<file path="config.mk">
export PLATFORM = sky130hd
export DESIGN_NAME = alu_step_sequencer
export DESIGN_NICKNAME = d
export VERILOG_FILES = /design/src/rtl/alu_seq_pkg.sv /design/src/rtl/alu_seq_decode.sv /design/src/rtl/alu_step_sequencer.sv
export SDC_FILE = /design/constraint.sdc
export NUM_CORES = 1
export LEC_CHECK = 0
export CORE_UTILIZATION = 39
export CTS_BUF_LIST = sky130_fd_sc_hd__clkbuf_2
export DETAILED_ROUTE_END_ITERATION = 8
export PLACE_DENSITY = 0.94
export SLEW_MARGIN = 20
export SYNTH_ARGS = -nofsm -noshare
export SYNTH_HDL_FRONTEND = slang
export SYNTH_SLANG_ARGS = --single-unit
</file>
<file path="constraint.sdc">
create_clock -name clk -period 3.8 [get_ports clk]
set_input_delay 0.57 -clock clk [delete_from_list [all_inputs] [get_ports clk]]
set_output_delay 0.57 -clock clk [all_outputs]
set_load 0.03 [all_outputs]
</file>
<file path="src/rtl/alu_seq_pkg.sv">
// rtl/alu_seq_pkg.sv - states, opcodes and control-bit indices for the ALU step sequencer
// Defining ALU_SEQ_MULDIV_EN adds the T6 state used by MUL/DIV.
package alu_seq_pkg;

    typedef enum logic [2:0] {
        IDLE = 3'd0,
        T0   = 3'd1,
        T1   = 3'd2,
        T2   = 3'd3,
        T3   = 3'd4,
        T4   = 3'd5,
        T5   = 3'd6
`ifdef ALU_SEQ_MULDIV_EN
        ,
        T6   = 3'd7
`endif
    } state_e;

    localparam logic [4:0] ADD = 5'h03;
    localparam logic [4:0] SUB = 5'h04;
    localparam logic [4:0] AND = 5'h05;
    localparam logic [4:0] OR  = 5'h06;
    localparam logic [4:0] MUL = 5'h0F;
    localparam logic [4:0] DIV = 5'h10;

    // Bit positions shared by the enable and bus_select vectors.
    localparam int HI_EN   = 16;
    localparam int LO_EN   = 17;
    localparam int ZHI_OUT = 18;
    localparam int ZLO_OUT = 19;
    localparam int PC_OUT  = 20;
    localparam int PC_EN   = 20;
    localparam int MDR_OUT = 21;
    localparam int MDR_EN  = 21;
    localparam int IR_EN   = 23;
    localparam int Z_EN    = 24;
    localparam int MAR_EN  = 25;
    localparam int Y_EN    = 27;

    localparam int REG_FIELD_W = 4;

endpackage

</file>
<file path="src/rtl/alu_seq_decode.sv">
// rtl/alu_seq_decode.sv - combinational decode of sequencer state and latched IR fields
// ALU_SEQ_MULDIV_EN makes MUL/DIV legal and decodes the T6 (HI write-back) step.
module alu_seq_decode
    import alu_seq_pkg::*;
#(
    parameter int NUM_REGS = 16,
    parameter int CTRL_W   = 32,
    parameter int OP_W     = 5
) (
    input  logic [2:0]             state_i,
    input  logic [OP_W-1:0]        opcode_i,
    input  logic [REG_FIELD_W-1:0] ra_i,
    input  logic [REG_FIELD_W-1:0] rb_i,
    input  logic [REG_FIELD_W-1:0] rc_i,
    output logic [CTRL_W-1:0]      enable_o,
    output logic [CTRL_W-1:0]      bus_select_o,
    output logic [OP_W-1:0]        alu_op_o,
    output logic                   mr_read_o,
    output logic                   busy_o,
    output logic                   done_o,
    output logic                   err_o
);

    logic legal_op;
    logic muldiv;
    logic legal_regs;
    logic legal;

    function automatic logic [CTRL_W-1:0] onehot(input int idx);
        return CTRL_W'(1) << idx;
    endfunction

    always_comb begin
        legal_op = (opcode_i == OP_W'(ADD)) || (opcode_i == OP_W'(SUB)) ||
                   (opcode_i == OP_W'(AND)) || (opcode_i == OP_W'(OR));
`ifdef ALU_SEQ_MULDIV_EN
        muldiv   = (opcode_i == OP_W'(MUL)) || (opcode_i == OP_W'(DIV));
`else
        muldiv   = 1'b0;
`endif
        legal_regs = (32'(ra_i) < NUM_REGS) && (32'(rb_i) < NUM_REGS) &&
                     (32'(rc_i) < NUM_REGS);
        legal      = (legal_op || muldiv) && legal_regs;
    end

    always_comb begin
        enable_o     = '0;
        bus_select_o = '0;
        alu_op_o     = '0;
        mr_read_o    = 1'b0;
        busy_o       = (state_i != IDLE);
        done_o       = 1'b0;
        err_o        = 1'b0;
        case (state_i)
            T0: begin
                bus_select_o = onehot(PC_OUT);
                enable_o     = onehot(MAR_EN) | onehot(PC_EN);
            end
            T1: begin
                mr_read_o = 1'b1;
                enable_o  = onehot(MDR_EN);
            end
            T2: begin
                bus_select_o = onehot(MDR_OUT);
                enable_o     = onehot(IR_EN);
            end
            T3: begin
                if (!legal) begin
                    err_o = 1'b1;
                end else begin
                    bus_select_o = onehot(int'(rb_i));
                    enable_o     = onehot(Y_EN);
                end
            end
            T4: begin
                bus_select_o = onehot(int'(rc_i));
                enable_o     = onehot(Z_EN);
                alu_op_o     = opcode_i;
            end
            T5: begin
                // MUL/DIV write the low half here and finish in T6.
                bus_select_o = onehot(ZLO_OUT);
                enable_o     = muldiv ? onehot(LO_EN) : onehot(int'(ra_i));
                done_o       = !muldiv;
            end
`ifdef ALU_SEQ_MULDIV_EN
            T6: begin
                bus_select_o = onehot(ZHI_OUT);
                enable_o     = onehot(HI_EN);
                done_o       = 1'b1;
            end
`endif
            default: ;
        endcase
    end

endmodule

</file>
<file path="src/rtl/alu_step_sequencer.sv">
// rtl/alu_step_sequencer.sv - Moore control sequencer for fetch/decode/execute of one ALU instruction
// ALU_SEQ_MULDIV_EN enables MUL/DIV (LO in T5, HI in T6); otherwise they raise err.
module alu_step_sequencer
    import alu_seq_pkg::*;
#(
    parameter int DATA_W   = 32,
    parameter int NUM_REGS = 16,
    parameter int CTRL_W   = 32,
    parameter int OP_W     = 5
) (
    input  logic              clk,
    input  logic              clr,
    input  logic              start,
    input  logic              mem_rdy,
    input  logic [DATA_W-1:0] ir_q,
    output logic [CTRL_W-1:0] enable,
    output logic [CTRL_W-1:0] bus_select,
    output logic              MR_Read,
    output logic [OP_W-1:0]   alu_op,
    output logic              busy,
    output logic              done,
    output logic              err
);

    localparam int RA_MSB = DATA_W - OP_W - 1;
    localparam int RB_MSB = RA_MSB - REG_FIELD_W;
    localparam int RC_MSB = RB_MSB - REG_FIELD_W;

    state_e                 state_q, state_d;
    logic [OP_W-1:0]        opcode_q, opcode_d;
    logic [REG_FIELD_W-1:0] ra_q, ra_d;
    logic [REG_FIELD_W-1:0] rb_q, rb_d;
    logic [REG_FIELD_W-1:0] rc_q, rc_d;

    logic unused_ir_bits;
    assign unused_ir_bits = ^ir_q[RC_MSB-REG_FIELD_W:0];

    always_ff @(posedge clk) begin
        if (clr) begin
            state_q  <= IDLE;
            opcode_q <= '0;
            ra_q     <= '0;
            rb_q     <= '0;
            rc_q     <= '0;
        end else begin
            state_q  <= state_d;
            opcode_q <= opcode_d;
            ra_q     <= ra_d;
            rb_q     <= rb_d;
            rc_q     <= rc_d;
        end
    end

    // IR is loaded during T2, so its fields are captured on the edge into T3.
    always_comb begin
        opcode_d = opcode_q;
        ra_d     = ra_q;
        rb_d     = rb_q;
        rc_d     = rc_q;
        if (state_q == T2) begin
            opcode_d = ir_q[DATA_W-1 -: OP_W];
            ra_d     = ir_q[RA_MSB -: REG_FIELD_W];
            rb_d     = ir_q[RB_MSB -: REG_FIELD_W];
            rc_d     = ir_q[RC_MSB -: REG_FIELD_W];
        end
    end

    always_comb begin
        state_d = state_q;
        case (state_q)
            IDLE: if (start) state_d = T0;
            T0:   state_d = T1;
            T1:   if (mem_rdy) state_d = T2;
            T2:   state_d = T3;
            T3:   state_d = err ? IDLE : T4;
            T4:   state_d = T5;
`ifdef ALU_SEQ_MULDIV_EN
            T5:   state_d = done ? IDLE : T6;
            T6:   state_d = IDLE;
`else
            T5:   state_d = IDLE;
`endif
            default: state_d = IDLE;
        endcase
    end

    alu_seq_decode #(
        .NUM_REGS(NUM_REGS),
        .CTRL_W  (CTRL_W),
        .OP_W    (OP_W)
    ) u_decode (
        .state_i     (state_q),
        .opcode_i    (opcode_q),
        .ra_i        (ra_q),
        .rb_i        (rb_q),
        .rc_i        (rc_q),
        .enable_o    (enable),
        .bus_select_o(bus_select),
        .alu_op_o    (alu_op),
        .mr_read_o   (MR_Read),
        .busy_o      (busy),
        .done_o      (done),
        .err_o       (err)
    );

endmodule

</file>
==> impl_metrics.toml, run 1 <==
[power]
leakage_uw = 0.000765
cellPowerDensity_mw_per_mm2 = 193
power_uw = 421
vdd_ir_drop_max_uv = 159

[yosys]
synth_seq_cells = 20
avgSynthCellArea_um2 = 6.98
synth_edf_count = 0
synth_cell_type_count = 38
synth_top_area_frac = 0.253
yosysWarnings = 0
async_reset_ff_frac = 0
ys_top_cells_by_area = "dfxtp_1 25%, buf_4 13%, nand2_1 11%"
synthCells = 227
synth_ff_type = "dfxtp_1"
yosys.cell_count.top_type = "nand2_1"
synth.yosys.seq_area_share = 0.253
synth_top_cells_by_count = "46 x nand2_1, 28 x buf_4, 20 x dfxtp_1"
synth_top_area_cell = "dfxtp_1"
netlist_area_mm2 = 0.00159

[detailed_routing]
remaining_drc_errors = 0
wl_per_cell_um = 11.7
finalWirelength_mm = 3.90
ant_nets = 0
viasPerCell = 4.88
drtIter0Drc = 102
first_pass_iters = 4
vias = 1621

[cts]
postCtsHoldBufs = 0
clk_pin_slew_ns = 0.19
root_buffer = "clkbuf_2"
cts.sinks = 20
htree_num_levels = 1
clock_latency_ns = 0.31
cts_post_setup_buffers_inserted = 0
cts_tree = "yes"
cts_made_buffers = 3
cts_resized = 0
clockBufferDepth = 2

[placement]
dpl.hpwl_mm = 2.98
gp_congestion = 0.833
numPortBuffers = 70

[grt]
grt_max_degree = 21
first_global_vias = 1520
grtUsageTotal = 0.187
grt_overflow_total = 0
grt_pass1_wl_mm = 6.40
use_met2 = 0.334
grtUsageMet1 = 0.212
antenna_found_initial = 0
met3_usage = 0.0451
busiest_layer = "met2"

[setup_path]
path_class = "flip-flop to primary output"
r2r_start = "state_q[2]$_SDFFE_PP0P_"
rrSetupSlack_ns = 2.22
critPathCapture = "bus_select[15]"
required_ns = 3.23
reg2reg_depth = 4
r2r-end = "state_q[2]$_SDFFE_PP0P_"
worst_setup_path_start_kind = "flip-flop"
worstSetupEndpointType = "primary output"
critPathLaunch = "state_q[1]$_SDFFE_PP0P_"
worstPathArrival_ns = 2.58
crit_fanout = 17

[die]
pin_count = 109
core_area_mm2 = 0.00377
fp.dieArea_mm2 = 0.00432
die_w_um = 65.8
dieHeight_um = 65.8
start_util = 0.420
rows = 22

[cells_and_area]
diodes = 0
fillCellCount = 377
syn2layout_area_growth_pct = 37.9
drive_gt1_frac = 0.0423
nets = 321

[status]
status = "completed"

[timing]
setup_violations = 0
finalCriticalPeriod_ns = 3.15
slew_headroom = 0.533
clock.fmax_ghz = 0.317
hold_violations = 0
fin_skew_ns = 0.0149
worstMarginPinSlew_ns = 0.699
rsz0062_at_grt = "false"
finalCritPeriodShare = 0.829
setup_tns_ns = 0
holdWs_ns = 0.479
slew_violations = 0

[flow_run]
max-cap-violations = 0

[hold_path]
hold_class = "flip-flop to flip-flop"
==> registers in the layout (all words and copies together) (netlist names) <==
name / flops
state_q: 3
opcode_q: 5
ra_q: 4
rb_q: 4
rc_q: 4
==> area by class of cell <==
cell class	count	area (µm²)	area share
Clock buffer	3	15.0	0.00687
Multi-Input combinational cell	184	980	0.448
Inverter	5	18.8	0.00859
Timing Repair Buffer	71	708	0.324
Tap cell	48	60.1	0.0275
Clock inverter	1	3.75	0.00172
Sequential cell	20	400	0.183
==> how the worst min path moves through the flow <==
stage	from	cells past startpoint	slack [ns]	end
floorplan	opcode_q[4]$_SDFFE_PP0P_	2	0.44	opcode_q[4]$_SDFFE_PP0P_
global placement	opcode_q[4]$_SDFFE_PP0P_	2	0.45	opcode_q[4]$_SDFFE_PP0P_
detailed placement	opcode_q[4]$_SDFFE_PP0P_	2	0.46	opcode_q[4]$_SDFFE_PP0P_
CTS	opcode_q[4]$_SDFFE_PP0P_	2	0.48	opcode_q[4]$_SDFFE_PP0P_
global route	opcode_q[4]$_SDFFE_PP0P_	2	0.50	opcode_q[4]$_SDFFE_PP0P_
finish	opcode_q[4]$_SDFFE_PP0P_	2	0.48	opcode_q[4]$_SDFFE_PP0P_
==> logic make-up after synthesis <==
logic type             after synthesis  synth area share
AO/OA/AOI/OAI                       40             0.172
other                                1           0.00237
multiplexers                         1           0.00631
flip-flops                          20             0.253
AND/OR/NAND/NOR                    120             0.385
buffers and inverters               45             0.182
==> layer usage <==
layer	wire length (µm)	up-vias
met4	23	0
met2	1910	69
met5	0	-
li1	-	828
met1	1660	720
met3	300	4
==> worst max-delay path, cell delays in order (launching register included) <==
cell and delay [ns]:
dfxtp_1 0.48, nor2_1 0.28, o2111ai_4 0.34, o32ai_1 0.43
clkdlybuf4s50_1 0.75
==> where the power goes <==
group	switching [µW]	internal [µW]	leakage (µW)	total (µW)
Combinational	68.2	40.6	0.000589	109
Sequential	11.5	215	0.000162	227
Clock	62.7	22.9	0.0000140	85.6
Total	142	279	0.000765	421
==> placed cells by master (no fill, tap or decap), drive strengths merged <==
cell	Yosys	final
clkdlybuf4s50	0	70
mux2i	1	1
nand3b	2	2
inv	5	5
nor3b	3	3
nand4	4	4
buf	34	1
o2111ai	2	2
or2	3	3
o32ai	3	3
o22ai	1	1
or3	7	7
nand3	8	8
o31ai	5	5
dfxtp	20	20
nand2	46	46
conb	1	23
clkbuf	6	3
o21ai	8	8
clkinv	0	1
a211oi	1	1
nor2	18	18
nand2b	7	7
nand4b	1	1
nor4bb	1	1
a21boi	1	1
nor2b	7	7
nor3	4	4
a21oi	19	19
and2	7	7
and3b	2	2
==> stage by stage <==
stage	std cells	worst slack (ns)	cell area, µm²	util
3_5_place_dp	328	1.02	2170	0.575
6_report	332	0.649	2190	0.580
3_3_place_gp	328	1.10	2170	0.575
2_1_floorplan	249	1.54	1670	-
5_1_grt	332	0.512	2190	0.580
4_1_cts	332	0.644	2190	0.580
No activity file was read; power rests on OpenSTA's default activity.
==> run 2: changes to the inputs <==
--- a/config.mk
+++ b/config.mk
@@ -5,10 +5,10 @@
 export SDC_FILE = /design/constraint.sdc
 export NUM_CORES = 1
 export LEC_CHECK = 0
-export CORE_UTILIZATION = 39
+export CORE_UTILIZATION = 37
 export CTS_BUF_LIST = sky130_fd_sc_hd__clkbuf_2
 export DETAILED_ROUTE_END_ITERATION = 8
-export PLACE_DENSITY = 0.94
+export PLACE_DENSITY = 0.9
 export SLEW_MARGIN = 20
 export SYNTH_ARGS = -nofsm -noshare
 export SYNTH_HDL_FRONTEND = slang
==> constraint.sdc (replaced) <==
create_clock -name clk -period 3.1 [get_ports clk]
set_input_delay 0.465 -clock clk [delete_from_list [all_inputs] [get_ports clk]]
set_output_delay 0.465 -clock clk [all_outputs]
set_load 0.03 [all_outputs]
==> impl_metrics.toml, run 2 (same netlist as run 1, synthesis figures left out) <==
[status]
status = "completed"

[grt]
met3_usage = 0.0372
use_met2 = 0.344
grt_overflow_total = 0
grt_max_degree = 21
grtUsageMet1 = 0.217
first_global_vias = 1547
busiest_layer = "met2"
antenna_found_initial = 0
grtUsageTotal = 0.190
grt_pass1_wl_mm = 6.64

[timing]
hold_violations = 0
slew_headroom = 0.535
setup_violations = 0
finalCriticalPeriod_ns = 2.90
holdWs_ns = 0.488
worstMarginPinSlew_ns = 0.695
fin_skew_ns = 0.0150
rsz0062_at_grt = "false"
slew_violations = 0
clock.fmax_ghz = 0.345
fin_ws_ns = 0.200
setup_tns_ns = 0
finalCritPeriodShare = 0.935

[setup_path]
worstSetupEndpointType = "primary output"
required_ns = 2.63
rrSetupSlack_ns = 1.71
worstPathArrival_ns = 2.43
crit_fanout = 17
worst_setup_path_start_kind = "flip-flop"
path_class = "flip-flop to primary output"

[cells_and_area]
drive_gt1_frac = 0.0526
final_common_cell = "clkdlybuf4s50_1"
utilization = 0.553
final_cell_mix = "62 x clkdlybuf4s50_1, 46 x nand2_1, 23 x conb_1"
nets = 322
regMostFlops = "opcode_q"
diodes = 0
syn2layout_area_growth_pct = 41.5
largest_reg_flops = 5

[detailed_routing]
first_pass_iters = 4
ant_nets = 0
finalWirelength_mm = 4.11
wl_per_cell_um = 12.3
viasPerCell = 4.94
drtIter0Drc = 93
vias = 1656
remaining_drc_errors = 0

[die]
die_w_um = 67.5
dieHeight_um = 67.5
rows = 23
pin_count = 109
fp.dieArea_mm2 = 0.00455
core_area_mm2 = 0.00406
start_util = 0.391

[power]
cellPowerDensity_mw_per_mm2 = 271
vdd_ir_drop_max_uv = 180
leakage_uw = 0.000932
power_uw = 608

[cts]
cts.sinks = 20
clockBufferDepth = 2
cts_tree = "yes"
postCtsHoldBufs = 0
cts_post_setup_buffers_inserted = 0
root_buffer = "clkbuf_2"
clock_latency_ns = 0.33
clk_pin_slew_ns = 0.21
cts_resized = 0
cts_made_buffers = 3
htree_num_levels = 1

[placement]
gp_congestion = 0.832
numPortBuffers = 70
dpl_worst_slack_ns = 0.442
dpl.hpwl_mm = 3.06

[hold_path]
hold_class = "flip-flop to flip-flop"

[flow_run]
max-cap-violations = 0
run 2: changes by cell type in the layout (fill, tap and decap cells not counted):
cell and delta:
buf_4 +1, bufinv_16 +1, clkdlybuf4s50_1 -8, clkinv_1 -1
dfxtp_1 -1, dfxtp_2 +1, dlymetal6s2s_1 +8
run 2: critical path: stages, from the launching register on:
cell             delay, ns
dfxtp_1               0.49
nor2_1                0.30
o2111ai_4             0.34
o21ai_1               0.27
clkdlybuf4s50_1       0.70
run 2: final timing paths:
path                                  from  cells after the start                       end
hold / removal    opcode_q[4]$_SDFFE_PP0P_                      2  opcode_q[4]$_SDFFE_PP0P_
setup reg to reg   state_q[0]$_SDFFE_PP0P_                      3   state_q[2]$_SDFFE_PP0P_
setup / recovery   state_q[0]$_SDFFE_PP0P_                      4             bus_select[7]
hold reg to reg   opcode_q[4]$_SDFFE_PP0P_                      2  opcode_q[4]$_SDFFE_PP0P_
run 2: power by group:
group,internal [µW],total (µW),leakage (µW),switching (µW)
logic,50.2,134,0.000744,83.6
clock network,111,196,0.0000266,84.9
registers,264,278,0.000162,14.4
run 2: per-layer routing:
layer,vias up,part of all wire
li1,830,-
met1,754,0.41
met2,68,0.51
met3,4,0.070
met4,0,0.0075
met5,-,0
run 2: layout make-up:
class / instances / area [µm²]
clock buffer: 3 / 15.0
clock inverter: 1 / 30.0
fill: 377 / 1810
inverter: 5 / 18.8
multi-input combinational: 184 / 980
sequential: 20 / 402
tap: 50 / 62.6
timing repair buffer: 72 / 736
run 2: stage by stage:
stage / instances / area, µm²
final: 335 / 2240
after global routing: 335 / 2240
after CTS: 335 / 2220
after detailed placement: 331 / 2180
after global placement: 331 / 2180
after floorplan: 249 / 1670
==> run 3: changes to the inputs <==
--- a/config.mk
+++ b/config.mk
@@ -8,6 +8,7 @@
 export CORE_UTILIZATION = 37
 export CTS_BUF_LIST = sky130_fd_sc_hd__clkbuf_2
 export DETAILED_ROUTE_END_ITERATION = 8
+export HOLD_SLACK_MARGIN = 0.05
 export PLACE_DENSITY = 0.9
 export SLEW_MARGIN = 20
 export SYNTH_ARGS = -nofsm -noshare
==> results of run 3 <==
Same layout as run 2: the final DEF is identical, and so are final timing and power.
